File: src/rtl/ctrl_pkg.sv
// Shared control types for the I2S block: operating configuration, TX FSM
// states and slot-geometry helpers.
package ctrl_pkg;

   typedef enum logic {
      f16bits = 1'b0,
      f32bits = 1'b1
   } frame_size_t;

   typedef struct packed {
      logic        stereo;
      frame_size_t frame_size;
   } OP_t;

   typedef enum logic [1:0] {
      IDLE,
      START,
      RUN
   } tx_state_t;

   // Index of the last bit in a slot (S-1).
   function automatic logic [4:0] slot_last(frame_size_t fs);
      return (fs == f32bits) ? 5'd31 : 5'd15;
   endfunction

   // Mono mid-slot WS toggle point (S/2-2).
   function automatic logic [4:0] half_toggle(frame_size_t fs);
      return (fs == f32bits) ? 5'd14 : 5'd6;
   endfunction

   // Left-align the S significant bits so the slot MSB sits at bit 31.
   function automatic logic [31:0] slot_align(logic [31:0] w, frame_size_t fs);
      return (fs == f32bits) ? w : {w[15:0], 16'h0000};
   endfunction

endpackage

File: src/rtl/sclk_edge_det.sv
// Brings sclk into the pclk domain through a 2-flop synchronizer and a
// history flop, and produces single-cycle fall/rise strobes.
module sclk_edge_det (
   input  logic pclk,
   input  logic rst,
   input  logic sclk,
   output logic fall,
   output logic rise
);

   logic meta_q;
   logic sync_q;
   logic hist_q;

   always_ff @(posedge pclk) begin
      if (rst) begin
         meta_q <= 1'b0;
         sync_q <= 1'b0;
         hist_q <= 1'b0;
      end else begin
         meta_q <= sclk;
         sync_q <= meta_q;
         hist_q <= sync_q;
      end
   end

   assign fall = hist_q & ~sync_q;
   assign rise = ~hist_q & sync_q;

endmodule

File: src/rtl/i2s_tx_serializer.sv
// I2S transmitter: one-word holding register fed by valid/ready, MSB-first
// serializer and word-select generation, all stepped on detected SCLK falls.
module i2s_tx_serializer
   import ctrl_pkg::*;
#(
   parameter int unsigned DATA_W = 32
) (
   input  logic              pclk,
   input  logic              rst,
   input  OP_t               op,
   input  logic              en,
   input  logic              sclk,
   input  logic [DATA_W-1:0] tx_data,
   input  logic              tx_valid,
   output logic              tx_ready,
   output logic              sd,
   output logic              ws,
   output logic              underrun,
   output logic              frame_start
);

   tx_state_t   state_q, state_d;
   logic [4:0]  bit_cnt_q, bit_cnt_d;
   logic        slot_q, slot_d;
   logic [31:0] shift_q, shift_d;
   logic [31:0] hold_q, hold_d;
   logic        hold_full_q, hold_full_d;
   logic        ready_q, ready_d;
   logic        sd_q, sd_d;
   logic        ws_q, ws_d;
   logic        underrun_q, underrun_d;
   logic        frame_start_q, frame_start_d;

   logic        fall;
   logic        sclk_rise_unused;
   logic        handshake;
   logic        load;
   logic [4:0]  last_idx;
   logic [4:0]  ws_idx;
   logic [4:0]  half_idx;

   sclk_edge_det u_edge (
      .pclk (pclk),
      .rst  (rst),
      .sclk (sclk),
      .fall (fall),
      .rise (sclk_rise_unused)
   );

   assign last_idx    = slot_last(op.frame_size);
   assign ws_idx      = last_idx - 5'd1;
   assign half_idx    = half_toggle(op.frame_size);
   assign tx_ready    = ready_q & en;
   assign handshake   = tx_valid & tx_ready;
   assign sd          = sd_q;
   assign ws          = ws_q;
   assign underrun    = underrun_q;
   assign frame_start = frame_start_q;

   always_comb begin
      state_d       = state_q;
      bit_cnt_d     = bit_cnt_q;
      slot_d        = slot_q;
      shift_d       = shift_q;
      hold_d        = hold_q;
      sd_d          = sd_q;
      ws_d          = ws_q;
      underrun_d    = 1'b0;
      frame_start_d = 1'b0;
      load          = 1'b0;

      if (handshake) begin
         hold_d = tx_data[31:0];
      end

      unique case (state_q)
         IDLE: begin
            bit_cnt_d = '0;
            slot_d    = 1'b0;
            shift_d   = '0;
            sd_d      = 1'b0;
            ws_d      = 1'b0;
            if (en) begin
               state_d = START;
            end
         end
         START: begin
            if (fall) begin
               sd_d      = 1'b0;
               ws_d      = 1'b0;
               bit_cnt_d = last_idx;
               slot_d    = 1'b0;
               state_d   = RUN;
            end
         end
         RUN: begin
            if (fall) begin
               if (bit_cnt_q == last_idx) begin
                  load          = 1'b1;
                  shift_d       = hold_full_q ? slot_align(hold_q, op.frame_size) : '0;
                  underrun_d    = ~hold_full_q;
                  frame_start_d = ~slot_q;
                  slot_d        = op.stereo & ~slot_q;
                  bit_cnt_d     = '0;
                  sd_d          = shift_d[31];
               end else begin
                  shift_d   = shift_q << 1;
                  sd_d      = shift_q[30];
                  bit_cnt_d = bit_cnt_q + 5'd1;
               end
               // WS flips one bit ahead of the slot (or half-slot) boundary.
               if ((bit_cnt_q == ws_idx) || (!op.stereo && (bit_cnt_q == half_idx))) begin
                  ws_d = ~ws_q;
               end
            end
         end
         default: state_d = IDLE;
      endcase

      // A load drains the old word before a same-cycle handshake refills it.
      hold_full_d = handshake ? 1'b1 : (load ? 1'b0 : hold_full_q);

      if (!en) begin
         state_d       = IDLE;
         bit_cnt_d     = '0;
         slot_d        = 1'b0;
         shift_d       = '0;
         sd_d          = 1'b0;
         ws_d          = 1'b0;
         hold_full_d   = 1'b0;
         underrun_d    = 1'b0;
         frame_start_d = 1'b0;
      end

      ready_d = en & ~hold_full_d;
   end

   always_ff @(posedge pclk) begin
      if (rst) begin
         state_q       <= IDLE;
         bit_cnt_q     <= '0;
         slot_q        <= 1'b0;
         shift_q       <= '0;
         hold_q        <= '0;
         hold_full_q   <= 1'b0;
         ready_q       <= 1'b0;
         sd_q          <= 1'b0;
         ws_q          <= 1'b0;
         underrun_q    <= 1'b0;
         frame_start_q <= 1'b0;
      end else begin
         state_q       <= state_d;
         bit_cnt_q     <= bit_cnt_d;
         slot_q        <= slot_d;
         shift_q       <= shift_d;
         hold_q        <= hold_d;
         hold_full_q   <= hold_full_d;
         ready_q       <= ready_d;
         sd_q          <= sd_d;
         ws_q          <= ws_d;
         underrun_q    <= underrun_d;
         frame_start_q <= frame_start_d;
      end
   end

endmodule

File: config.mk
export PLATFORM = sky130hd
export DESIGN_NAME = i2s_tx_serializer
export DESIGN_NICKNAME = d
export VERILOG_FILES = /design/src/rtl/ctrl_pkg.sv /design/src/rtl/sclk_edge_det.sv /design/src/rtl/i2s_tx_serializer.sv
export SDC_FILE = /design/constraint.sdc
export NUM_CORES = 1
export LEC_CHECK = 0
export BUFFER_PORTS_ARGS = -buffer_cell sky130_fd_sc_hd__buf_2
export CAP_MARGIN = 10
export CORE_ASPECT_RATIO = 1.4
export CORE_MARGIN = 3
export CORE_UTILIZATION = 55
export DETAILED_ROUTE_END_ITERATION = 10
export PLACE_DENSITY = 0.85
export SETUP_SLACK_MARGIN = 0.1
export SLEW_MARGIN = 15
export SYNTH_ARGS = -nofsm -noshare
export SYNTH_HDL_FRONTEND = slang
export SYNTH_SLANG_ARGS = --single-unit
File: constraint.sdc
create_clock -name pclk -period 2.4 [get_ports pclk]
set_input_delay 0.72 -clock pclk [delete_from_list [all_inputs] [get_ports pclk]]
set_output_delay 0.72 -clock pclk [all_outputs]
set_load 0.01 [all_outputs]
; After elaboration in Yosys (flattened, before gate mapping)
; Index checks and enable logic that the tools add are counted.
; Widths: inputs -> output; s select.
[totals]
out_inout_bits = 5
in_bits = 39
ff_bits = 80
[op_classes]
reduce_logical = 13
eq_ne = 9
mux = 29
addsub = 2
bitwise_logic = 14
[op_table]
columns = op, count
row1 = $mux 32, 2
row2 = $mux 31, 2
row3 = $pmux 31 s2, 1
row4 = $mux 5, 4
row5 = $pmux 5 s3, 1
row6 = $mux 1, 13
row7 = $eq 5x5->1, 2
row8 = $not 1->1, 9
row9 = $pmux 1 s3, 3
row10 = $ne 2x2->1 const B, 4
row11 = $reduce_and 4->1, 2
row12 = $pmux 2 s3, 1
row13 = $add 5x1->5 const B, 1
row14 = $and 1x1->1, 5
row15 = $eq 5x4->1, 1
row16 = $reduce_or 5->1, 1
row17 = $sub 5x1->5 const B, 1
row18 = $mux 4, 1
row19 = $reduce_and 2->1, 2
row20 = $reduce_and 3->1, 1
row21 = $reduce_bool 3->1, 1
row22 = $eq 2x1->1 const B, 1
row23 = $eq 2x2->1 const B, 1
row24 = $logic_not 2->1, 1
row25 = 6 further kinds, 6

; Depth between registers and ports, before layout
; Gate-level depths: netlist of run 1.
[logic_depth]
word_depth = 10
depth_mapped = 9
depth_no_buf = 6

; By module
; Synthesis of run 1 repeated with hierarchy kept, for this count alone.
[unflattened]
hier_cells = 421
hier_area_um2 = 3473.3
[by_module_without_submodules]
columns = mod, cells_each, area_per_inst_um2, seq_area_each_um2, instances
row1 = i2s_tx_serializer, 413, 3382.0, 1541.5, 1
row2 = sclk_edge_det, 8, 91.3, 60.1, 1

; Worst setup path before layout of run 1
; No wires, ideal clock.
[synth_path]
path_kind = input to register
from = in rst
to = reg shift_q[10]
n_path_buf = 2
stages = 6
t_arrival_ns = 1.804
setup_time_ns = 0.071
path_slack_ns = 0.525
path_cell_list = buf_2 > nor2b_2 > nand3_1 > nor3_2 > buf_2 > o2bb2ai_1
[synth_between]
elab_chain_cells = 1
[synth_lines]
columns = element, line_no
row1 = start: declaration, i2s_tx_serializer.sv:9  ; input logic rst,
row2 = $reduce_or 2->1 (no line), -
row3 = end signal: assignment, i2s_tx_serializer.sv:155  ; shift_q <= shift_d;
row4 = end: declaration, i2s_tx_serializer.sv:25  ; logic [31:0] shift_q, shift_d;
; Every way passes these cells.
; A chain may end at the register's enable or synchronous reset.

; Worst setup path in the final report of run 1
[layout_path]
from = reg state_q[0]
to = reg ws_q, in the netlist ws
[layout_between]
elab_chain_cells = 3
word_cells_on_any_way = 9
classes_between = eq/ne: 5 / mux: 1 / reduce/logical: 3
[layout_lines]
columns = element, line_no
row1 = start: declaration, i2s_tx_serializer.sv:22  ; tx_state_t state_q, state_d;
row2 = start signal: assignment, i2s_tx_serializer.sv:152  ; state_q <= state_d;
row3 = "$eq 2x2->1, or another cell as far along", i2s_tx_serializer.sv:76  ; unique case (state_q)
row4 = $ne 2x2->1 (no line) / $reduce_bool 3->1 (equally long branches), -
row5 = $reduce_and 4->1 (no line), -
row6 = end signal: assignment, i2s_tx_serializer.sv:160  ; ws_q <= ws_d;
row7 = end: declaration, i2s_tx_serializer.sv:30  ; logic ws_q, ws_d;
; Several ways; a longest one is shown, not always the timed one.

==> impl_metrics.ini, run 1 <==
[outcome]
status = completed

[die]
die_w_um = 73.4
num_rows = 33
core_mm2 = 0.00603
ios = 44
start_util = 0.580
die-height_um = 100
die-area_mm2 = 0.00736

[sta]
setup_violations = 0
final-hold-violation-count = 0
whs_ps = 451
finalClockSkew_ps = 11.9
slew_viol_final = 0
period_share = 0.869
worst_pin_slew_ps = 861
post-route-min-period_ps = 2090
timing.fmax_mhz = 479
rsz0062_at_grt = no
max_slew_margin = 0.425
fin_setup_tns_ps = 0

[critical_path]
worstReg2RegStart = state_q[0]
start_kind = flip-flop
rrSetupSlack_ps = 310
crit_chain = inv_1 > ha_1 > nor2_1 > o21bai_1 > or4_1 > o211ai_1
endpoint_kind = flip-flop
required_ps = 2680
max_stage_delay_ps = 600
r2r_end = ws
crit_end = ws
startpoint = state_q[0]
worstPathArrival_ps = 2360
critPathMaxFanout = 11
reg2reg_depth = 6
crit_type = reg2reg
crit_slowest_cell = or4_1

[logic_synthesis]
syn_avg_cell_area_um2 = 8.43
synth_seq_cells = 80
yosysUniqueCellTypes = 42
synth_fp_nets = 460
synth_top_area_share = 0.458
yosysTopAreaCell = dfxtp_1
syn_area_mm2 = 0.00350
synth_warnings = 0
yosys-top-cells-area = dfxtp_1, nand2_1, a21oi_1
netlist_instances = 415
ys_seq_area_frac = 0.458

[cells_and_area]
fillers = 520
final_cell_mix = nand2_1, dfxtp_1, a21oi_1, buf_2, mux2i_1
antennaDiodeCount = 0
final_cells = 524
syn_to_final_growth_pct = 12.5
layout_commonest_cell = nand2_1
layout-drive-gt1-share = 0.174
nets = 494

[drt]
drt_iter0_drc = 228
dr.pass1.iters = 4
ant_nets = 0
drt-vias-per-instance = 5.88
wl_per_cell_um = 15.4
drcViolationCount = 0
num_vias = 3082
drt_wl_total_um = 8060

[pwr]
p_per_area_mw_per_mm2 = 631
p_sw_w = 0.000572
ir_drop_mv = 0.516
pwr-share-clk = 0.393
p_int_w = 0.00191
swShare = 0.231
sequentialPowerShare = 0.546
combPwrFrac = 0.061
p_leak_nw = 1.38

[placement]
gp_congestion = 0.874
port_buffers = 43
place_inst = 508
dp_hpwl_um = 5540

[job]
cap_violations = 0

[clock_tree]
ctsHoldBuffers = 0
path_clk_slew_ps = 80
cts_tree = built
cts_root_buf = clkbuf_8
htreeDepth = 3
clock_latency_ps = 350
cts_buffers = 9
post_cts_resized = 0
cts.sinks = 80
clockBufferDepth = 2
cts_setup_buffers = 0

[global_routing]
grt_pass1_wl_um = 13600
grt_overflow = 0
grt_max_degree = 36
grt_pass1_vias = 2946
antenna_found_initial = 0
track_usage = 0.234

[worst_hold_path]
hold_depth = 2
hp-class = reg2reg
[through the flow]
stage | setup slack, ps | instance area, um^2 | utilization | power [W]
after floorplan | 525 | 3500 | - | 0.00148
after global placement | 374 | 3730 | 0.620 | 0.00153
after global routing | 122 | 3930 | 0.652 | 0.00256
after CTS | 331 | 3930 | 0.652 | 0.00249
after detailed placement | 297 | 3730 | 0.620 | 0.00153
final | 313 | 3930 | 0.652 | 0.00248
[sequential cells by signal, indices dropped and copies added (netlist names), 2 cells and up]
name,flops
hold_q,32
shift_q,31
bit_cnt_q,5
state_q,2
[Yosys cell counts]
| cell | number |
|---|---|
| a211oi_2 | 1 |
| nor3_1 | 4 |
| nand3b_1 | 2 |
| xor2_2 | 1 |
| ha_1 | 6 |
| nand3_1 | 9 |
| nand2b_1 | 5 |
| o21ai_1 | 9 |
| clkbuf_1 | 20 |
| inv_1 | 5 |
| a22oi_1 | 15 |
| or4_1 | 1 |
| o31ai_1 | 1 |
| buf_6 | 2 |
| a32oi_1 | 2 |
| and3_1 | 4 |
| nor2b_1 | 5 |
| a21oi_1 | 56 |
| a31o_2 | 1 |
| buf_4 | 3 |
| o2bb2ai_1 | 12 |
| nand4_1 | 1 |
| o31ai_2 | 1 |
| o211ai_1 | 3 |
| nand2_1 | 91 |
| o21ai_0 | 10 |
| nor3b_1 | 1 |
| nor2b_2 | 1 |
| o21bai_1 | 1 |
| nor2_1 | 10 |
| a21oi_2 | 1 |
| and2_1 | 2 |
| or2b_1 | 1 |
| mux2i_1 | 17 |
| o21ba_2 | 2 |
| dfxtp_1 | 80 |
| a21boi_0 | 1 |
| nor3_2 | 1 |
| nor4_1 | 16 |
| o2111ai_1 | 2 |
| a41oi_1 | 2 |
| buf_2 | 7 |
[critical path, delay by kind of cell (launching register included)]
kind / cells / cell delay [ps]
flip-flops: 1 / 400
AO/OA/AOI/OAI: 2 / 400
adder cells (fa/ha/maj): 1 / 300
buffers and inverters: 1 / 90
AND/OR/NAND/NOR: 2 / 820
[power by group through the flow]
stage | Clock, W | Sequential [W] | Combinational (W)
global placement | 0 | 0.00139 | 0.000144
detailed placement | 0 | 0.00139 | 0.000147
global route | 0.00104 | 0.00136 | 0.000167
floorplan | 0 | 0.00138 | 0.0000950
finish | 0.000975 | 0.00136 | 0.000150
CTS | 0.000989 | 0.00136 | 0.000150
[area by class of cell]
type,count,area (um^2),share of cell area
multi-input combinational,298,1720,0.438
sequential,80,1600,0.407
timing repair buffer,55,305,0.0776
clock buffer,11,141,0.0360
tap,70,87.6,0.0223
clock inverter,5,56.3,0.0143
inverter,5,18.8,0.00477
[worst min path at each step]
stage	end	slack (ps)	start
finish	shift_q[24]	450	shift_q[24]
global route	hold_q[28]	470	hold_q[28]
CTS	shift_q[24]	450	shift_q[24]
detailed placement	u_edge.sync_q	430	u_edge.meta_q
global placement	u_edge.sync_q	430	u_edge.meta_q
floorplan	u_edge.sync_q	410	u_edge.meta_q
[cells by family (layout without fill, tap and decap cells)]
family / after synthesis / after routing / share of synthesized area
and+or+nand+nor: 154 / 154 / 0.202
adders and majority gates: 6 / 6 / 0.0215
buffers and inverters: 37 / 76 / 0.0497
DFF: 80 / 80 / 0.458
muxes: 17 / 17 / 0.0487
AOI/OAI and AO/OA: 120 / 120 / 0.215
xor gates and xnor gates: 1 / 1 / 0.00465
[routing by layer]
layer  part of all wire  GRT usage  up-vias
met2               0.50      0.399      112
met5                  0          0        -
met1               0.42      0.283     1414
met3              0.058     0.0441       22
li1                   -          -     1534
met4              0.031     0.0976        0
Note: power is estimated with default switching activity, not from simulation.
==> run 2: changes to the inputs <==
- SYNTH_HIERARCHICAL: default -> 1
==> run 2 against run 1 <==
Clock power fell by 8.4%; first-iteration DRC count fell by 10%; clock-buffer cell count unchanged; global-route usage increased by 0.30 points; power decreased by 3.5%; sequential power is essentially flat; largest cell class unchanged; non-clock buffer count increased by 1; setup slack better by 34 ps; critical endpoint is now shift_q[15]; maximum frequency increased by 1.7%; sequential cell count unchanged; routed wire length grew 0.92%; largest power group unchanged.
==> impl_metrics.ini, run 2 <==
[critical_path]
path_buf_inv = 1
endpoint_kind = flip-flop
rrSetupSlack_ps = 350
max_stage_delay_ps = 550
crit_chain = inv_1 > ha_1 > nand2_1 > a21oi_2 > nand2_1 > a21oi_1
required_ps = 2680
crit_type = reg2reg
critPathTopFamily = compound AO/OA/AOI/OAI gates
worstPathArrival_ps = 2330
path_common_cell = nand2_1
crit_slowest_cell = a21oi_2
start_kind = flip-flop
critPathMaxFanout = 15

[cells_and_area]
final_cell_mix = nand2_1, dfxtp_1, a21oi_1, buf_2, mux2i_1
syn_to_final_growth_pct = 12.6
layout-drive-gt1-share = 0.171
antennaDiodeCount = 0
regMostFlops = hold_q
nets = 502
reg_top3 = hold_q (32), shift_q (31), bit_cnt_q (5)
final_cells = 532
layout_commonest_cell = nand2_1
largest_reg_flops = 32

[die]
die-area_mm2 = 0.00731
num_rows = 33
die-height_um = 99.9
die_w_um = 73.1
core_mm2 = 0.00599
start_util = 0.579
ios = 44

[clock_tree]
htreeDepth = 3
ctsHoldBuffers = 0
post_cts_resized = 0
clockBufferDepth = 2
cts_tree = built
path_clk_slew_ps = 80
clock_latency_ps = 360
cts_root_buf = clkbuf_8
cts_setup_buffers = 0
cts_buffers = 9
cts.sinks = 80

[global_routing]
antenna_found_initial = 0
grt_max_degree = 34
grt_overflow = 0
grt_pass1_vias = 2946
grt_pass1_wl_um = 13600
track_usage = 0.237

[logic_synthesis]
synth_warnings = 6
synth_fp_nets = 465
netlist_instances = 420
syn_area_mm2 = 0.00347
syn_avg_cell_area_um2 = 8.25

[pwr]
p_per_area_mw_per_mm2 = 613
p_leak_nw = 1.36
ir_drop_mv = 0.477

[sta]
worst_pin_slew_ps = 651
slew_viol_final = 0
whs_ps = 450
fin_setup_tns_ps = 0
period_share = 0.855
finalClockSkew_ps = 13.7
post-route-min-period_ps = 2050
timing.fmax_mhz = 487
rsz0062_at_grt = no
final-hold-violation-count = 0
max_slew_margin = 0.566
setup_violations = 0

[drt]
ant_nets = 0
drt_wl_total_um = 8140
drt_iter0_drc = 205
drt-vias-per-instance = 5.76
drcViolationCount = 0
dr.pass1.iters = 5
wl_per_cell_um = 15.3
num_vias = 3062

[placement]
dp_hpwl_um = 5670
port_buffers = 43
gp_congestion = 0.881
place_inst = 516

[job]
cap_violations = 0

[outcome]
status = completed

[worst_hold_path]
hp-class = reg2reg
-- run 2: layout make-up --
type,instances,area [um^2]
clock buffer,11,141
fill,523,2080
multi-input combinational,304,1710
tap,70,87.6
timing repair buffer,56,313
sequential,80,1600
inverter,6,22.5
clock inverter,5,32.5
-- run 2: tightest hold or removal path, cell delays in order (launching register included) --
cell and delay (ps):
dfxtp_1 310, nand2_1 50, a21oi_1 50
-- run 2: through the flow --
step	worst slack [ps]	cell area, um^2	utilization	total power [W]
2_1_floorplan	513	3470	-	0.00147
3_3_place_gp	450	3730	0.623	0.00152
3_5_place_dp	392	3730	0.623	0.00153
4_1_cts	371	3900	0.652	0.00240
5_1_grt	112	3900	0.652	0.00248
6_report	348	3900	0.652	0.00239
-- run 2: path summary, 6_finish.rpt --
path,endpoint,depth (start not counted),startpoint
hold / removal,shift_q[1],2,shift_q[0]
setup / recovery,shift_q[15],6,state_q[0]
hold reg to reg,shift_q[1],2,shift_q[0]
setup reg to reg,shift_q[15],6,state_q[0]
-- run 2: routing by layer --
| metal | global-route usage | wire (um) | vias up |
|---|---|---|---|
| met5 | 0 | 0 | - |
| met4 | 0.0810 | 144 | 0 |
| met3 | 0.0491 | 396 | 12 |
| met2 | 0.412 | 4180 | 100 |
| met1 | 0.284 | 3410 | 1423 |
| li1 | - | - | 1527 |
-- run 2: where the power goes --
group,switching (W),total [W],internal (W)
sequential,0.0000122,0.00135,0.00134
clock,0.000493,0.000893,0.000400
combinational,0.0000868,0.000146,0.0000596
